### src/rtl/jzjpcc_mmio_uart_tx.sv
// Toggle-handshake MMIO UART transmitter (8N1, LSB first, tx idles high).
// Define JZJPCC_UART_TX_PARITY_EN to insert an even-parity bit after the data bits.
module jzjpcc_mmio_uart_tx #(
  parameter int CLOCKS_PER_BIT = 868
) (
  input  logic        clock,
  input  logic        reset,
  input  logic [31:0] txCommand,
  output logic [31:0] txStatus,
  output logic        tx
);

  localparam int BW = $clog2(CLOCKS_PER_BIT);
  localparam logic [BW-1:0] BAUD_LAST = BW'(CLOCKS_PER_BIT - 1);

  typedef enum logic [2:0] {
    IDLE,
    START,
    DATA,
`ifdef JZJPCC_UART_TX_PARITY_EN
    PARITY,
`endif
    STOP
  } state_t;

  state_t          state_q, state_d;
  logic [BW-1:0]   baud_q, baud_d;
  logic [2:0]      bit_q, bit_d;
  logic [7:0]      data_q, data_d;
  logic            ack_q, ack_d;
  logic            tx_q, tx_d;
  logic            baud_end;
  logic            request;

  // Bits 31:9 of the command word carry nothing for this block.
  logic unused_cmd_bits;
  assign unused_cmd_bits = ^txCommand[31:9];

  assign baud_end = (baud_q == BAUD_LAST);
  assign request  = (txCommand[8] != ack_q);

  // tx_d is derived from the state being entered so tx changes on the same edge as the state.
  always_comb begin
    state_d = state_q;
    baud_d  = baud_q;
    bit_d   = bit_q;
    data_d  = data_q;
    ack_d   = ack_q;
    tx_d    = tx_q;
    case (state_q)
      IDLE: begin
        baud_d = '0;
        tx_d   = 1'b1;
        if (request) begin
          data_d  = txCommand[7:0];
          ack_d   = txCommand[8];
          state_d = START;
          tx_d    = 1'b0;
        end
      end
      START: begin
        baud_d = baud_end ? '0 : baud_q + BW'(1);
        if (baud_end) begin
          state_d = DATA;
          tx_d    = data_q[bit_q];
        end
      end
      DATA: begin
        baud_d = baud_end ? '0 : baud_q + BW'(1);
        if (baud_end) begin
          bit_d = bit_q + 3'd1;
          if (bit_q == 3'd7) begin
`ifdef JZJPCC_UART_TX_PARITY_EN
            state_d = PARITY;
            tx_d    = ^data_q;
`else
            state_d = STOP;
            tx_d    = 1'b1;
`endif
          end else begin
            tx_d = data_q[bit_d];
          end
        end
      end
`ifdef JZJPCC_UART_TX_PARITY_EN
      PARITY: begin
        baud_d = baud_end ? '0 : baud_q + BW'(1);
        if (baud_end) begin
          state_d = STOP;
          tx_d    = 1'b1;
        end
      end
`endif
      STOP: begin
        baud_d = baud_end ? '0 : baud_q + BW'(1);
        if (baud_end) begin
          state_d = IDLE;
          tx_d    = 1'b1;
        end
      end
      default: begin
        state_d = IDLE;
        baud_d  = '0;
        tx_d    = 1'b1;
      end
    endcase
  end

  // Reset adopts the current request toggle so nothing is pending afterwards.
  always_ff @(posedge clock) begin
    if (reset) begin
      state_q <= IDLE;
      baud_q  <= '0;
      bit_q   <= 3'd0;
      data_q  <= 8'd0;
      ack_q   <= txCommand[8];
      tx_q    <= 1'b1;
    end else begin
      state_q <= state_d;
      baud_q  <= baud_d;
      bit_q   <= bit_d;
      data_q  <= data_d;
      ack_q   <= ack_d;
      tx_q    <= tx_d;
    end
  end

  assign tx       = tx_q;
  assign txStatus = {30'b0, ack_q, (state_q != IDLE)};

endmodule

### config.mk
export PLATFORM = sky130hd
export DESIGN_NAME = jzjpcc_mmio_uart_tx
export DESIGN_NICKNAME = d
export VERILOG_FILES = /design/src/rtl/jzjpcc_mmio_uart_tx.sv
export SDC_FILE = /design/constraint.sdc
export NUM_CORES = 1
export LEC_CHECK = 0
export CAP_MARGIN = 20
export CORE_ASPECT_RATIO = 0.9
export CORE_UTILIZATION = 45
export DETAILED_ROUTE_END_ITERATION = 10
export GPL_ROUTABILITY_DRIVEN = 0
export GPL_TIMING_DRIVEN = 0
export MAX_ROUTING_LAYER = met4
export PLACE_DENSITY_LB_ADDON = 0.12
export RECOVER_POWER = 50
export SYNTH_ARGS = -nofsm -noshare
export SYNTH_HDL_FRONTEND = slang
export SYNTH_SLANG_ARGS = --single-unit
### constraint.sdc
create_clock -name clock -period 2.8 [get_ports clock]
set_input_delay 0.28 -clock clock [delete_from_list [all_inputs] [get_ports clock]]
set_output_delay 0.28 -clock clock [all_outputs]
set_load 0.02 [all_outputs]
==> metrics, run 1 <==
Num Clock Sinks 25; CP Launch Type flip-flop; Max-cap violations 0; Hold Path Class in -> reg; ys flop type dfxtp_1; First-pass DRT Iterations 4; row count 19; Final setup viols 0; top cell type's share of synthesized area 32.3%; cell mode on critical path inv_1; Initial Utilization 48.1%; clock buffer depth 2; worst hold start reset; outcome completed; fin crit period 2.01 ns; CTS tree done; multiplexer share of the synthesized area 8.84%; initial antenna violation count 0; post-cts sizing count 0; Post-Synth Adder-Cell Area 6.73%; unrepaired setup endpoints after global routing false; TNS Setup 0 ns; grt ovf 0; Worst path slowest cell clkdlybuf4s50_1; global-route wire length before repair 4320 um; reg2reg start bit_q[0]$_SDFFE_PP0P_; CP Cell Sequence inv_1, ha_1, inv_1, clkdlybuf4s50_1; Top Layer Used met4; Buffers on Ports 12; CTS H-tree depth 1; final WL 2610 um; Layout Cells excl Fill 253; main area contributors after synthesis dfxtp_1 (32%), buf_4 (16%), ha_1 (6.7%), a21oi_1 (3.7%), nand3_1 (3.7%); Mean Syn Cell Area 8.95 um2; CTS Buf Count 3; sequential-to-total area share from yosys stat 34.3%; leakage power 0.799 nW; number of global-route vias before repair 1045; DP Wirelength 2090 um; final hold vios 0; post-route ant nets 0; R2R depth 5; Post-synth EDFFs 1; Synth Area in XOR/XNOR 5.22%; Worst setup EP type output pin; Worst-Skew Late Latency 0.31 ns; via count 1190; cts hold-fix bufs 0; total global-route track usage 15.5%; post-synthesis compound-gate area fraction 9.26%; Slew Viols, Final 0; post-CTS setup buffers 0; critical path arrival 1.73 ns; via/cell ratio 4.70; # nets final 254; Reg2Reg Setup Slack 0.80 ns; FILL cells 282; area growth from synthesis to layout 20.6%; clk_skew 0.00113 ns; largest family of logic cells by synthesized area buffers and inverters; residual DRC count 0; Post-Syn Instances 166; DRT met1 WL 1230 um; Worst-path clk slew 0.13 ns; CP required 2.52 ns; #FFs+latches synth 25; Endpoint, Worst Hold data_q[1]$_SDFFE_PP0P_; hold path cells 2; Distinct cells, synth 39; WS Path Type reg -> out; Cell Area, Synth 1490 um2; root buffer cell clkbuf_4; Max stage delay on crit path 0.59 ns; I/O pin count 67; asr flop ratio synth 0%; WL/cell 10.3 um; Yosys top cell by area dfxtp_1; FMAX 0.499 GHz; P per Cell Area 610 nW/um2; Yosys Warn Count 0; share of post-route cells with drive strength above 1 20.9%; # diodes 0; period utilisation layout 71.6%; dpl cells 249; pin count of the biggest net entering global routing 14; met2 wire length 1200 um; VDD IR max 397 uV; core area 3090 um2; drt initial violations 39; Die X 62.6 um; Die Y-Extent 56.5 um; Total Die Area 3540 um2; Worst R2R End tx$_SDFFE_PP1P_; simple-gate portion of the synthesized area 17.6%; critical path fanouts, max 5; met3 WL 157 um
cells by family after synthesis:
group / after synthesis
xor+xnor: 8
compound gates: 22
flops: 25
other cells: 1
buf+inv: 39
fa+ha+maj: 8
simple gates: 53
mux: 10
metrics by stage:
step                      area [um2]  hold slack, ns  setup slack, ns  util, %  total power, mW
after global routing            1790           0.333            0.670     58.0             1.16
after global placement          1770           0.428            0.836     57.2            0.926
final                           1790           0.295            0.794     58.0             1.09
after detailed placement        1770           0.453            0.812     57.2            0.942
after floorplan                 1600           0.379            0.969        -            0.816
after CTS                       1790           0.304            0.781     58.1             1.10
cell usage in the layout, fill, tap and decap left out, types with 3 or more instances in the layout:
cell type,count
dfxtp_1,24
conb_1,30
nand2_1,12
ha_1,8
clkbuf_4,3
buf_4,31
xnor2_1,4
xor2_1,3
mux2i_1,3
nor2_1,12
clkbuf_1,5
inv_1,4
nand3_1,11
nor3_1,5
a21oi_1,11
clkdlybuf4s50_1,10
mux2_2,4
nand2b_1,3
cell type report:
cell class,instances,area [um2],share of cell area (%)
Sequential cell,25,510,28.5
Multi-Input combinational cell,131,821,45.8
Buffer,35,248,13.8
Tap cell,42,52.6,2.93
Timing Repair Buffer,12,120,6.70
Inverter,4,15.0,0.837
Clock buffer,4,26.3,1.47
critical path, delay by kind of cell (launching register included):
kind,cells,cell delay [ns]
flops,1,0.42
buf+inv,3,0.75
fa+ha+maj,1,0.24
worst max-delay path by stage:
stage / depth (start not counted) / end / start
after global placement: 5 / tx$_SDFFE_PP1P_ / bit_q[0]$_SDFFE_PP0P_
after floorplan: 5 / tx$_SDFFE_PP1P_ / bit_q[0]$_SDFFE_PP0P_
after global routing: 5 / tx$_SDFFE_PP1P_ / bit_q[0]$_SDFFE_PP0P_
final: 4 / txStatus[0] / state_q[0]$_SDFFE_PP0P_
after detailed placement: 5 / tx$_SDFFE_PP1P_ / bit_q[0]$_SDFFE_PP0P_
after CTS: 4 / txStatus[0] / state_q[0]$_SDFFE_PP0P_
synthesized netlist by cell type, types with 2 or more instances:
library cell	n
nor3_1	5
xnor2_1	4
nand2_1	12
dfxtp_1	24
buf_4	31
nand2b_1	3
mux2i_1	3
a31oi_1	2
clkbuf_1	3
nand4_1	2
mux4_2	2
nand3_1	11
nor2_1	12
mux2_2	4
a31o_2	2
a21oi_1	11
ha_1	8
xor2_1	3
inv_1	4
registers in the layout (all words and copies together), names as in the netlist:
signal   flops
state_q      2
data_q       8
tx           1
bit_q        3
ack_q        1
baud_q      10
where the power goes:
part | internal (mW) | leakage (nW) | total, mW | switching [mW]
Sequential | 0.414 | 0.205 | 0.460 | 0.0464
Combinational | 0.204 | 0.579 | 0.475 | 0.270
Clock | 0.0556 | 0.0150 | 0.159 | 0.103
routing by layer:
layer | global-route usage (%) | up-vias
met1 | 18.6 | 529
met3 | 1.83 | 4
met2 | 27.2 | 51
met4 | 4.98 | 0
li1 | - | 606
met5 | - | -
Power figures use the tool's default switching activity.
==> inputs of run 2 (changes only) <==
Settings changed: CORE_UTILIZATION 45 to 37.
Clock period 2.8 ns to 1.84 ns, I/O delays scaled along.
==> metrics, run 2 (same netlist as run 1, synthesis figures left out) <==
max FFs per register 10 (unchanged); CP required 1.99 ns (was 2.52 ns); area of the multi-input gates 843 um2 (was 821 um2); WS Path Type reg -> reg (was reg -> out); commonest non-fill, non-tap cell in the layout buf_4 (unchanged); share of post-route cells with drive strength above 1 25.6% (was 20.9%); initial antenna violation count 0 (unchanged); Top reg by flops baud_q (unchanged); post-route ant nets 0 (unchanged); Buffers on Ports 12 (unchanged); biggest regs baud_q: 10 flops, data_q: 8 flops, bit_q: 3 flops (unchanged); grt ovf 0 (unchanged); Worst setup EP type flip-flop (was output pin); Num Clock Sinks 25 (unchanged); I/O pin count 67 (unchanged); sequential share of power 40.0% (was 42.1%); hold path cells 2 (unchanged); most frequent cells in the layout buf_4 (35), conb_1 (30), dfxtp_1 (22), nand2_1 (12), nor2_1 (12) (was buf_4 (31), conb_1 (30), dfxtp_1 (24), nand2_1 (12), nor2_1 (12)); Final setup viols 0 (unchanged); CP Launch Type flip-flop (unchanged); leakage power 0.838 nW (was 0.799 nW); final WL 2720 um (was 2610 um); Die Y-Extent 62.1 um (was 56.5 um); internal power component 1.09 mW (was 674 uW); Die X 68.8 um (was 62.6 um); First-pass DRT Iterations 4 (unchanged); Initial Utilization 39.3% (was 48.1%); DP Wirelength 2010 um (was 2090 um); worst hold start reset (unchanged); Max-cap violations 0 (unchanged); root buffer cell clkbuf_8 (was clkbuf_4); # diodes 0 (unchanged); fin crit period 1.83 ns; switching share of power 37.4% (was 38.4%); Clock power frac 18.6% (was 14.5%); critical path arrival 1.98 ns (was 1.73 ns); Combinational Power Share 41.5% (was 43.4%); number of global-route vias before repair 1069 (was 1045); FILL cells 382 (was 282); CTS tree done (unchanged); end-of-flow core utilization 49.6% (was 58.0%); P per Cell Area 924 nW/um2 (was 610 nW/um2); outcome completed (unchanged); CTS Buf Count 3 (unchanged); area growth from synthesis to layout 26.3% (was 20.6%); total net switching power 650 uW (was 420 uW); total global-route track usage 14.3% (was 15.5%); FMAX 0.546 GHz; register area 518 um2 (was 510 um2); Worst R2R End tx$_SDFFE_PP1P_ (unchanged); via count 1206 (was 1190); period utilisation layout 99.5%; Worst-Skew Late Latency 0.27 ns (was 0.31 ns); R2R depth 5 (unchanged); clk_skew 0.00409 ns (was 0.00113 ns); clock buffer depth 2 (unchanged); WL/cell 10.4 um (was 10.3 um); critical path fanouts, max 5 (unchanged); CTS H-tree depth 1 (unchanged); Slew Viols, Final 0 (unchanged); final hold vios 0 (unchanged); VDD IR max 331 uV (was 397 uV); row count 21 (was 19); via/cell ratio 4.62 (was 4.70); Power, Total 1.74 mW (was 1.09 mW); core area 3780 um2 (was 3090 um2); Reg2Reg Setup Slack 0.008 ns (was 0.80 ns); Hold Path Class in -> reg (unchanged); pin count of the biggest net entering global routing 15 (was 14); Worst-path clk slew 0.09 ns (was 0.13 ns); reg2reg start bit_q[1]$_SDFFE_PP0P_ (was bit_q[0]$_SDFFE_PP0P_); Total Die Area 4280 um2 (was 3540 um2); # nets final 258 (was 254); unrepaired setup endpoints after global routing true (was false); Endpoint, Worst Hold data_q[0]$_SDFFE_PP0P_ (was data_q[1]$_SDFFE_PP0P_); drt initial violations 40 (was 39); residual DRC count 0 (unchanged); global-route wire length before repair 4590 um (was 4320 um)
run 2: cell types whose count changed in the layout (fill, tap and decap cells not counted), sizes merged:
cell           change
dlygate4sd3        +1
dlygate4sd2        +1
clkbuf             -1
clkdlybuf4s50      -2
buf                +4
clkinv             +1
run 2: stage by stage:
| stage | TNS [ns] | cell area (um2) | setup WS [ns] | instances | hold slack, ns |
|---|---|---|---|---|---|
| 5_1_grt | -0.0650 | 1880 | -0.0650 | 261 | 0.292 |
| 2_1_floorplan | 0 | 1600 | 0.00948 | 195 | 0.283 |
| 3_5_place_dp | -0.171 | 1770 | -0.148 | 253 | 0.436 |
| 3_3_place_gp | -0.161 | 1770 | -0.155 | 253 | 0.428 |
| 6_report | 0 | 1880 | 0.00839 | 261 | 0.280 |
| 4_1_cts | -0.0209 | 1840 | -0.0209 | 257 | 0.258 |
run 2: worst max-delay path, stage by stage, from the launching register on:
cell and delay [ns]:
dfxtp_4 0.38, ha_4 0.30, mux2_2 0.34, mux4_2 0.47
o21ai_2 0.13, a32oi_1 0.10
run 2: final cells by class:
type / instances / share of cell area (%)
buffer: 35 / 13.3
clock buffer: 3 / 2.20
timing repair buffer: 16 / 7.93
tap: 46 / 3.06
multi-input combinational: 131 / 44.9
clock inverter: 1 / 0.266
sequential: 25 / 27.6
inverter: 4 / 0.799
run 2: what timing repair did:
item	4_1_cts	5_1_grt
resized for setup	6	5
hold buffers	0	0
setup endpoints to repair	2	10
buffers inserted	0	4
pin swaps	0	1
run 2: metal layers:
| metal | GRT usage [%] | share of wire (%) | up-vias |
|---|---|---|---|
| met1 | 18.2 | 47 | 546 |
| met2 | 22.7 | 46 | 42 |
| li1 | - | - | 614 |
| met4 | 4.59 | 1.4 | 0 |
| met3 | 2.21 | 5.9 | 4 |
| met5 | - | 0 | - |
run 2: how the worst max path moves through the flow:
stage                                      from         endpoint  depth (start not counted)  slack [ns]
after global placement    bit_q[0]$_SDFFE_PP0P_  tx$_SDFFE_PP1P_                          5       -0.15
final                     bit_q[1]$_SDFFE_PP0P_  tx$_SDFFE_PP1P_                          5       0.008
after CTS                 bit_q[0]$_SDFFE_PP0P_  tx$_SDFFE_PP1P_                          5       -0.02
after global routing      bit_q[1]$_SDFFE_PP0P_  tx$_SDFFE_PP1P_                          5       -0.07
after detailed placement  bit_q[0]$_SDFFE_PP0P_  tx$_SDFFE_PP1P_                          5       -0.15
after floorplan           bit_q[0]$_SDFFE_PP0P_  tx$_SDFFE_PP1P_                          5       0.009
run 2: power by group through the flow:
stage | clock network (mW) | registers, mW | logic (mW)
after CTS | 0.331 | 0.696 | 0.713
after floorplan | 0 | 0.702 | 0.540
after global placement | 0 | 0.703 | 0.710
after detailed placement | 0 | 0.709 | 0.720
final | 0.322 | 0.694 | 0.720
after global routing | 0.353 | 0.708 | 0.803
==> inputs of run 3 (changes only) <==
Settings changed: ABC_AREA set to 1, CAP_MARGIN 20 to 10, CORE_UTILIZATION 37 to 38.
==> metrics, run 3 <==
outcome completed (unchanged); hold path cells 1 (was 2); worst hold start baud_q[0]$_SDFF_PP0_ (was reset); final hold vios 0 (unchanged); Distinct cells, synth 32 (was 39); top-count cell post-synth nand2_1 (was buf_4); critical path arrival 1.46 ns (was 1.98 ns); Worst setup EP type output pin (was flip-flop); Num Clock Sinks 25 (unchanged); Worst R2R End ack_q$_DFFE_PP_ (was tx$_SDFFE_PP1P_); dpl cells 297 (was 253); max FFs per register 10 (unchanged); DP Wirelength 2130 um (was 2010 um); Yosys top cell by area dfxtp_1 (unchanged); Cell Area, Synth 1580 um2 (was 1490 um2); I/O pin count 67 (unchanged); leakage power 0.907 nW (was 0.838 nW); CTS H-tree depth 1 (unchanged); Yosys Warn Count 0 (unchanged); pin count of the biggest net entering global routing 14 (was 15); drt initial violations 31 (was 40); P per Cell Area 1000 nW/um2 (was 924 nW/um2); Initial Utilization 41.1% (was 39.3%); Layout Cells excl Fill 301 (was 261); Worst-Skew Late Latency 0.27 ns (about the same); TNS Setup 0 ns (unchanged); number of global-route vias before repair 1105 (was 1069); Slew Viols, Final 0 (unchanged); # diodes 0 (unchanged); post-cts sizing count 1 (was 6); # nets final 298 (was 258); WS Path Type reg -> out (was reg -> reg); post-route ant nets 0 (unchanged); Hold Path Class reg -> reg (was in -> reg); Worst-path clk slew 0.09 ns (about the same); WL/cell 8.89 um (was 10.4 um); clock buffer depth 2 (unchanged); Buffers on Ports 13 (was 12); biggest regs baud_q: 10 flops, data_q: 8 flops, bit_q: 3 flops (unchanged); initial antenna violation count 0 (unchanged); Die Y-Extent 63.1 um (was 62.1 um); global-route wire length before repair 4710 um (was 4590 um); Endpoint, Worst Hold baud_q[0]$_SDFF_PP0_ (was data_q[0]$_SDFFE_PP0P_); FMAX 0.610 GHz (was 0.546 GHz); Post-synth EDFFs 1 (unchanged); Die X 69.9 um (was 68.8 um); synth cell count leaders nand2_1 (38), buf_4 (32), inv_1 (27) (was buf_4 (31), dfxtp_1 (24), nand2_1 (12), nor2_1 (12)); grt ovf 0 (unchanged); CTS tree done (unchanged); Reg2Reg Setup Slack 0.25 ns (was 0.008 ns); reg2reg start state_q[0]$_SDFFE_PP0P_ (was bit_q[1]$_SDFFE_PP0P_); via/cell ratio 4.11 (was 4.62); root buffer cell clkbuf_8 (unchanged); unrepaired setup endpoints after global routing false (was true); ys flop type dfxtp_1 (unchanged); R2R depth 5 (unchanged); top cell type's share of synthesized area 30.5% (was 32.3%); VDD IR max 843 uV (was 331 uV); core area 3840 um2 (was 3780 um2); main area contributors after synthesis dfxtp_1 (30%), buf_4 (15%), nand2_1 (9.0%), inv_1 (6.4%), ha_1 (6.3%) (was dfxtp_1 (32%), buf_4 (16%), ha_1 (6.7%), a21oi_1 (3.7%), nand3_1 (3.7%)); row count 21 (unchanged); CP required 1.66 ns (was 1.99 ns); CP Launch Type flip-flop (unchanged); Final setup viols 0 (unchanged); Max-cap violations 0 (unchanged); Post-Syn Instances 209 (was 166); CTS Buf Count 3 (unchanged); #FFs+latches synth 25 (unchanged); post-CTS setup buffers 0 (unchanged); asr flop ratio synth 0% (unchanged); critical path fanouts, max 4 (was 5); area growth from synthesis to layout 20.3% (was 26.3%); residual DRC count 0 (unchanged); sequential-to-total area share from yosys stat 32.4% (was 34.3%); cts hold-fix bufs 0 (unchanged); share of post-route cells with drive strength above 1 19.6% (was 25.6%); Total Die Area 4410 um2 (was 4280 um2); final WL 2680 um (was 2720 um); commonest non-fill, non-tap cell in the layout nand2_1 (was buf_4); period utilisation layout 89.2% (was 99.5%); Top reg by flops baud_q (unchanged); clk_skew 0.00612 ns (was 0.00409 ns); First-pass DRT Iterations 4 (unchanged); total global-route track usage 13.5% (was 14.3%); via count 1236 (was 1206); Mean Syn Cell Area 7.54 um2 (was 8.95 um2); fin crit period 1.64 ns (was 1.83 ns); most frequent cells in the layout nand2_1 (38), buf_4 (31), conb_1 (30), inv_1 (27), dfxtp_1 (24) (was buf_4 (35), conb_1 (30), dfxtp_1 (22), nand2_1 (12), nor2_1 (12))
## run 3: changes by cell type after synthesis, sizes merged, moves of 4 or more
cell	delta
xnor2	-4
a21oi	+7
nand3	+10
o21ai	+8
mux2	-5
nand2	+27
inv	+25
## run 3: worst max-delay path by stage
stage	slack, ns	from	end	depth (start not counted)
3_5_place_dp	0.17	state_q[0]$_SDFFE_PP0P_	txStatus[0]	4
2_1_floorplan	0.41	state_q[0]$_SDFFE_PP0P_	state_q[1]$_SDFFE_PP0P_	7
5_1_grt	0.04	baud_q[0]$_SDFF_PP0_	baud_q[7]$_SDFF_PP0_	7
4_1_cts	0.13	state_q[0]$_SDFFE_PP0P_	txStatus[0]	4
3_3_place_gp	0.17	state_q[0]$_SDFFE_PP0P_	txStatus[0]	4
6_report	0.20	state_q[0]$_SDFFE_PP0P_	txStatus[0]	4
## run 3: logic make-up (layout without fill, tap and decap cells)
kind of cell    Yosys count  in the layout  synth area share (%)
xor+xnor                  1              1                 0.556
buf+inv                  63             80                  23.2
fa+ha+maj                 8              8                  6.35
simple gates             79             79                  26.5
other cells               1             30                 0.238
compound gates           32             32                  10.8
flops                    25             25                  32.4
## run 3: cell type report
cell class,instances,area [um2]
fill,382,1940
multi-input combinational,150,792
sequential,25,510
buffer,34,254
timing repair buffer,13,129
inverter,29,109
tap,46,57.6
clock buffer,4,45.0
## run 3: per-layer routing
metal / vias to the layer above / track usage [%] / routed length, um
met3: 2 / 4.16 / 188
li1: 694 / - / -
met1: 502 / 18.1 / 1410
met5: - / - / 0
met4: 0 / 3.00 / 23
met2: 38 / 20.1 / 1050
## run 3: power breakdown
group | total, mW | switching (mW) | internal, mW
Combinational | 0.854 | 0.506 | 0.348
Sequential | 0.723 | 0.0699 | 0.653
Clock | 0.329 | 0.174 | 0.155
Total | 1.91 | 0.750 | 1.16
## run 3: critical path, cell delays in order (launching register included)
cell and delay [ns]:
dfxtp_1 0.40, inv_1 0.10, ha_1 0.23, inv_1 0.12, dlygate4sd2_1 0.34
## run 3: stage by stage
step	worst slack, ns	utilization [%]	hold slack (ns)	power, mW	area, um2
after floorplan	0.413	-	0.256	1.42	1690
after global placement	0.170	48.8	0.431	1.63	1870
after detailed placement	0.167	48.8	0.440	1.64	1870
after CTS	0.126	50.0	0.459	1.96	1920
after global routing	0.0427	49.4	0.488	2.09	1900
final	0.200	49.4	0.458	1.91	1900
